==> src/rtl/exu_ctrl.sv <==
// exu_ctrl: execute-stage controller holding one instruction, sequencing ALU/MDU results to LSU and raising fetch redirects.
module exu_ctrl #(
  parameter int XLEN = 64
) (
  input  logic            clk,
  input  logic            rst_n,
  input  logic            in_valid,
  output logic            in_ready,
  input  logic [XLEN-1:0] in_pc,
  input  logic [XLEN-1:0] in_src1,
  input  logic [XLEN-1:0] in_src2,
  input  logic [XLEN-1:0] in_imm,
  input  logic [4:0]      in_rd,
  input  logic            in_wen,
  input  logic            in_is_mdu,
  input  logic            in_is_branch,
  input  logic            in_is_jal,
  input  logic            in_is_jalr,
  output logic [XLEN-1:0] ex_pc_o,
  output logic [XLEN-1:0] ex_src1_o,
  output logic [XLEN-1:0] ex_src2_o,
  output logic [XLEN-1:0] ex_imm_o,
  input  logic [XLEN-1:0] alu_res_i,
  input  logic            alu_cnd_i,
  output logic            mdu_req_o,
  output logic            mdu_kill_o,
  input  logic            mdu_done_i,
  input  logic [XLEN-1:0] mdu_res_i,
  output logic            out_valid,
  input  logic            out_ready,
  output logic [XLEN-1:0] out_res,
  output logic [4:0]      out_rd,
  output logic            out_wen,
  output logic            redirect_valid_o,
  output logic [XLEN-1:0] redirect_pc_o,
  input  logic            flush_i
);
  typedef enum logic [1:0] {IDLE, EXEC, MDU_WAIT, OUT} state_t;
  state_t state_q, state_d;
  logic [XLEN-1:0] pc_q, src1_q, src2_q, imm_q, res_q, res_d, redir_pc_q, redir_pc_d, jalr_sum;
  logic [4:0] rd_q;
  logic wen_q, mdu_q, br_q, jal_q, jalr_q, redir_v_q, redir_v_d, accept;
  assign in_ready = rst_n & ~flush_i & ((state_q == IDLE) | ((state_q == OUT) & out_ready));
  assign accept = in_valid & in_ready;
  assign jalr_sum = src1_q + imm_q;
  assign ex_pc_o = pc_q;
  assign ex_src1_o = src1_q;
  assign ex_src2_o = src2_q;
  assign ex_imm_o = imm_q;
  assign out_valid = state_q == OUT;
  assign out_res = res_q;
  assign out_rd = rd_q;
  assign out_wen = wen_q;
  assign mdu_req_o = state_q == MDU_WAIT;
  assign mdu_kill_o = rst_n & flush_i & (state_q == MDU_WAIT);
  assign redirect_valid_o = redir_v_q;
  assign redirect_pc_o = redir_pc_q;
  always_comb begin
    state_d = flush_i ? IDLE :
              (state_q == IDLE)     ? (accept ? EXEC : IDLE) :
              (state_q == EXEC)     ? (mdu_q ? MDU_WAIT : OUT) :
              (state_q == MDU_WAIT) ? (mdu_done_i ? OUT : MDU_WAIT) :
              out_ready ? (in_valid ? EXEC : IDLE) : OUT;
    res_d = ((state_q == EXEC) & ~mdu_q) ? alu_res_i :
            ((state_q == MDU_WAIT) & mdu_done_i) ? mdu_res_i : res_q;
    redir_v_d = ~flush_i & (state_q == EXEC) & (jal_q | jalr_q | (br_q & alu_cnd_i));
    // jalr clears bit 0 of the target; jal/branch use pc-relative
    redir_pc_d = ~redir_v_d ? redir_pc_q : jalr_q ? {jalr_sum[XLEN-1:1], 1'b0} : pc_q + imm_q;
  end
  always_ff @(posedge clk) begin
    if (!rst_n) begin
      state_q <= IDLE;
      {pc_q, src1_q, src2_q, imm_q, res_q, redir_pc_q} <= '0;
      {rd_q, wen_q, mdu_q, br_q, jal_q, jalr_q, redir_v_q} <= '0;
    end else begin
      state_q <= state_d;
      res_q <= res_d;
      redir_v_q <= redir_v_d;
      redir_pc_q <= redir_pc_d;
      if (accept) begin
        {pc_q, src1_q, src2_q, imm_q} <= {in_pc, in_src1, in_src2, in_imm};
        {rd_q, wen_q, mdu_q, br_q, jal_q, jalr_q} <= {in_rd, in_wen, in_is_mdu, in_is_branch, in_is_jal, in_is_jalr};
      end
    end
  end
endmodule

==> config.mk <==
export PLATFORM = sky130hd
export DESIGN_NAME = exu_ctrl
export DESIGN_NICKNAME = d
export VERILOG_FILES = /design/src/rtl/exu_ctrl.sv
export SDC_FILE = /design/constraint.sdc
export NUM_CORES = 1
export LEC_CHECK = 0
export CAP_MARGIN = 20
export CORE_AREA = 5 5 305 307
export CTS_CLUSTER_DIAMETER = 100
export DETAILED_ROUTE_END_ITERATION = 8
export DIE_AREA = 0 0 310 312
export SYNTH_ARGS = -nofsm -noshare
export SYNTH_HDL_FRONTEND = slang
export SYNTH_SLANG_ARGS = --single-unit
==> constraint.sdc <==
create_clock -name clk -period 3.83 [get_ports clk]
set_input_delay 0.766 -clock clk [delete_from_list [all_inputs] [get_ports clk]]
set_output_delay 0.766 -clock clk [all_outputs]
set_load 0.005 [all_outputs]
# ---- Word-level counts from Yosys, hierarchy flattened
# Index checks and enable logic that the tools add are counted.
dict set report totals {
  reg_bits 397
  out_inout_bits 395
  word_cells 50
}
dict set report classes {
  addsub 2
  n_eq_ne 3
  n_mux 11
  n_bitwise 17
  n_reduce_logical 3
}
# operator n
set op_table {}
lappend op_table {{2-to-1 mux 64 bit} 3}
lappend op_table {{adder 64 bit} 2}
lappend op_table {{AND 1 bit} 11}
lappend op_table {{2-to-1 mux 2 bit} 4}
lappend op_table {{equality test 2 bit (second input constant)} 2}
lappend op_table {{2-to-1 mux 1 bit} 4}
lappend op_table {{NOT 1 bit} 3}
lappend op_table {{OR 1 bit} 3}
lappend op_table {{equality test 2 x 1 -> 1 bit (second input constant)} 1}
lappend op_table {{zero test 2 bit} 1}
lappend op_table {{nonzero test 2 bit} 1}
lappend op_table {{OR reduction 2 bit} 1}

# ---- Logic depth before layout (Yosys ltp)
# Gate-level depths: netlist of run 1.
dict set report logic_depth {
  word_depth 7
  mapped_depth 11
  depth_no_buf 11
}

# ---- Worst setup path after synthesis of run 1
# Ideal clock, no wire load.
dict set report synth_timing {
  path_type {flip-flop to flip-flop}
  start {register imm_q[28], in the netlist ex_imm_o[28]}
  end {register redir_pc_q[53], in the netlist redirect_pc_o[53]}
  arrival_ps 2864
  required_ps 3744
  slack_ps 880
  stages_incl_launch_ff 12
  cell_sequence {dfxtp_1 -> ha_1 -> buf_4 -> nand2_1 -> or4_4 -> or4_4 -> a311oi_2 -> a2111oi_2 -> nor2_2 -> a31oi_1 -> xor2_1 -> a221oi_2}
}
dict set report synth_via {
  elab_chain_len 2
  elab_cells_between_ends 3
  classes_between {add/sub (2); mux (1)}
}
# item line_no
set synth_rtl {}
lappend synth_rtl {{start: declaration} 40} ;# logic [XLEN-1:0] pc_q, src1_q, src2_q, imm_q, res_q, res_d, redir_pc_q, redir_pc_d, jalr_sum;
lappend synth_rtl {{start signal: assignment} 81} ;# {pc_q, src1_q, src2_q, imm_q} <= {in_pc, in_src1, in_src2, in_imm};
lappend synth_rtl {{adder 64 bit (on tied branches)} {68, 45}}
lappend synth_rtl {{2-to-1 mux 64 bit (*)} 68} ;# redir_pc_d = ~redir_v_d ? redir_pc_q : jalr_q ? {jalr_sum[XLEN-1:1], 1'b0} : pc_q + imm_q;
lappend synth_rtl {{end signal: assignment} 79} ;# redir_pc_q <= redir_pc_d;
lappend synth_rtl {{end: declaration} 40}
# Every way passes the cells marked *; elsewhere a longest branch is shown, timed or not.
# A chain may end at the register's enable or synchronous reset.

# ---- Final worst setup path of run 1
dict set report layout_timing {
  start {register imm_q[0], in the netlist ex_imm_o[0]}
  end {register redir_pc_q[50], in the netlist redirect_pc_o[50]}
}
# The elaborated chain is that of the path after synthesis.

==> impl_results.md, run 1 <==
* Share of layout cells above drive strength 1 at approximately 5.6%
* Num CTS Buffers at 51
* Slew headroom at 37.03%
* Routed vias at roughly 26000
* Crit. End Element: flip-flop
* Post-Syn Area at ~23000 sq um
* Pins Over Slew Limit at 0
* Hold depth at 2
* Top delay family on crit path: compound AO/OA/AOI/OAI gates
* Num rows at 110
* Fin Hold WS at roughly 0.45 ns
* Maximum number of pins on one net before global-route repair at 98
* Die height at 312 microns
* Final Non-Filler Cells at 5041
* Clock Latency Late Sink at 0.64 ns
* GRT Total Usage at 23.61%
* Endpoints failing hold at 0
* Clock transition at the registers of the reported paths at 0.07 ns
* Port Buffers at 795
* Placed Cells at around 4900
* Die width at roughly 310 microns
* Post-synth ARST share at 0%
* Leak Pwr at 12.46 nW
* DR WL/cell at 24.02 microns
* Area delta synth->final at 49.24%
* Layout Skew at approximately 0.038 ns
* First-pass GRT wire length at 172.9 mm
* Nets@finish at ~4400
* Seq cells post-synth at ~400
* Sequential fraction of the synthesis area at 35.06%
* Number of global-route vias before repair at 24902
* CP arrival at 4.22 ns
* Initial antenna violation count at 16
* Fin worst setup slack at ~0.15 ns
* Worst Setup Path Type: reg -> reg
* MaxCap Viol Count at 0
* Syn Nets at 3621
* DRC Markers at 0
* I/O pin count at between 700 and 800
* Number of routed nets with antenna violations at 0
* Critical path buffers and inverters at 1
* Commonest non-fill, non-tap cell in the layout: clkdlybuf4s50_1
* Critical Path RT at 4.36 ns
* Post-Place Setup Slack at -0.1079 ns
* DR iter-0 viols at 2106
* GRT Residual Overflow at 0
* Worst path depth at 12
* GP Congestion at 1.018
* Setup TNS at 0 ns
* Root buf cell: clkbuf_16
* CTS H-tree lvls at 2
* Critical Path Start Type: flip-flop
* Final Setup Violations at 0
* P per Cell Area at 324.6 nW/um^2
* Prevailing post-synth register cell: dfxtp_1
* Worst IR Drop VDD at 0.3326 mV
* CP peak stage delay at 0.51 ns
* Syn. warnings at 0
* Post-DR vias/cell at 5.141
* Fmax at 0.2714 GHz
* DP Wirelength at 97.17 mm
* Most frequent cells in the layout: clkdlybuf4s50_1 (793), nand2_1 (757), a21oi_1 (479), dfxtp_1 (396), nor2_1 (193)
* Worst Path Max Fanout at 5
* # hold bufs at CTS at 0
* Status: finished, final reports clean
* RSZ-0062 raised after global routing: false
* Tightest Pin Transition at roughly 0.94 ns
* Netlist cell types at 77
* Syn avg cell area at 7.328 sq um
* Routed WL at 121.1 mm
* Die Area at 96720 sq um
* Initial Utilization at 25.26%
* Core footprint at approximately 90000 sq um
* Post-synth EDFFs at 0
* # clock sinks at 397
* CTS tree: done
* Crit-path cells: ha_1, fa_1, a211oi_1, o21ai_1, nand3_1, o2111ai_1, a2111oi_2, buf_4, nor2_1, xnor2_1, o21ai_0, o221a_2
* Final critical-path required period at 3.685 ns
* Hold WC Path Type: reg -> reg
* Crit-path slowest cell: a2111oi_2
* Gate Count Post-Synth at 3093
* Bufs on Longest Clock Path at 3
* Final period util at a little over nine tenths
* First-pass DRT Iterations at 6
* Worst-case reg-to-reg path depth at 12
==> worst paths after layout <==
kind	slack [ns]	startpoint	endpoint
max	0.15	ex_imm_o[0]$_SDFFE_PN0P_	redirect_pc_o[50]$_SDFFE_PN0P_
min	0.45	ex_src2_o[2]$_SDFFE_PN0P_	ex_src2_o[2]$_SDFFE_PN0P_
min reg2reg	0.45	ex_src2_o[2]$_SDFFE_PN0P_	ex_src2_o[2]$_SDFFE_PN0P_
max reg2reg	0.15	ex_imm_o[0]$_SDFFE_PN0P_	redirect_pc_o[50]$_SDFFE_PN0P_
==> layout make-up <==
| class | count | area [sq um] |
|---|---|---|
| inverters | 38 | 150.1 |
| well taps | 1176 | 1471 |
| fillers | 9408 | 55910 |
| clock buffers | 67 | 1428 |
| diodes | 4 | 10.01 |
| repair buffers | 885 | 8748 |
| multi-input cells | 2449 | 13770 |
| flip-flops and latches | 397 | 7949 |
| clock inverters | 25 | 305.3 |
==> sequential cells by signal, indices dropped and copies added (netlist names) <==
| signal | flops |
|---|---|
| jalr_q | 1 |
| redirect_pc_o | 64 |
| redirect_valid_o | 1 |
| ex_imm_o | 64 |
| jal_q | 1 |
| ex_src2_o | 64 |
| state_q | 2 |
| out_wen | 1 |
| mdu_q | 1 |
| ex_src1_o | 64 |
| ex_pc_o | 64 |
| out_rd | 5 |
| out_res | 64 |
| br_q | 1 |
==> synth_stat cells, types with 7 or more instances <==
cell,number,area (sq um)
nand2_1,759,2849
a21oi_1,479,2397
dfxtp_1,397,7948
nor2_1,193,724.4
clkbuf_1,187,701.9
o21ai_0,156,780.8
ha_1,125,1564
nand3_1,93,465.5
a311oi_1,66,578.1
xor2_1,51,446.7
nand4_1,50,312.8
a21o_1,46,345.3
xnor2_1,43,376.6
inv_1,37,138.9
a211oi_1,36,270.3
o21bai_1,36,270.3
nor3_1,34,170.2
a31oi_1,28,175.2
o211ai_1,24,180.2
or3_1,20,125.1
mux2i_1,17,170.2
nand2b_1,16,100.1
o21a_1,14,105.1
and3_1,12,75.07
o221ai_1,10,87.58
o31ai_1,10,75.07
and2_1,9,56.30
a2111oi_0,8,70.07
a21boi_0,8,60.06
buf_1,8,30.03
nor2b_1,8,50.05
nor4_1,8,50.05
o22ai_1,8,50.05
or2_2,7,43.79
==> routing by layer <==
metal  up-vias  wire, microns  part of all wire, %  GRT usage (%)
li1      12429              -                    -              -
met1     12274          49210                   41          29.25
met5         -            136                 0.11              0
met4        18           3138                  2.6          5.609
met2      1009          58080                   48          40.46
met3       184          10520                  8.7          6.901
==> where the power goes <==
group	total, W	internal, W	switching (W)
clock	0.00508	0.00302	0.00206
combinational	0.00154	0.000803	0.000737
sequential	0.00436	0.00425	0.000107
total	0.0110	0.00808	0.00290
==> timing repair <==
| action | CTS | global route |
|---|---|---|
| gates resized for setup | 2 | 1 |
| setup buffers | 0 | 0 |
| setup endpoints to repair | 3 | 4 |
| hold endpoints to repair | 0 | 0 |
==> worst min-delay path, stage by stage, from the launching register on <==
cell and delay [ns]:
dfxtp_1 0.31, nand2_1 0.05, a21oi_1 0.05
==> stage by stage <==
| step | util, % | total power, W | instance area (sq um) |
|---|---|---|---|
| 2_1_floorplan | - | 0.005002 | 22670 |
| 3_3_place_gp | 35.75 | 0.005985 | 32080 |
| 3_5_place_dp | 35.75 | 0.005986 | 32080 |
| 4_1_cts | 37.69 | 0.01114 | 33820 |
| 5_1_grt | 37.69 | 0.01141 | 33820 |
| 6_report | 37.70 | 0.01098 | 33830 |
==> kinds of logic after synthesis <==
group,after synthesis,share of synthesized area [%]
AO/OA/AOI/OAI,983,26.30
AND/OR/NAND/NOR,1227,22.78
multiplexers,18,0.8004
flip-flops,397,35.06
XOR/XNOR,94,3.632
adder cells (fa/ha/maj),127,7.077
buffers and inverters,247,4.350
Power figures use the tool's default switching activity.
==> run 2, diff against run 1 <==
--- a/config.mk
+++ b/config.mk
@@ -5,9 +5,9 @@
 export SDC_FILE = /design/constraint.sdc
 export NUM_CORES = 1
 export LEC_CHECK = 0
+export ABC_CLOCK_PERIOD_IN_PS = 3830
 export CAP_MARGIN = 20
 export CORE_AREA = 5 5 305 307
-export CTS_CLUSTER_DIAMETER = 100
 export DETAILED_ROUTE_END_ITERATION = 8
 export DIE_AREA = 0 0 310 312
 export SYNTH_ARGS = -nofsm -noshare
==> results of run 2 <==
Final layout, timing and power as in run 1 (identical DEF).
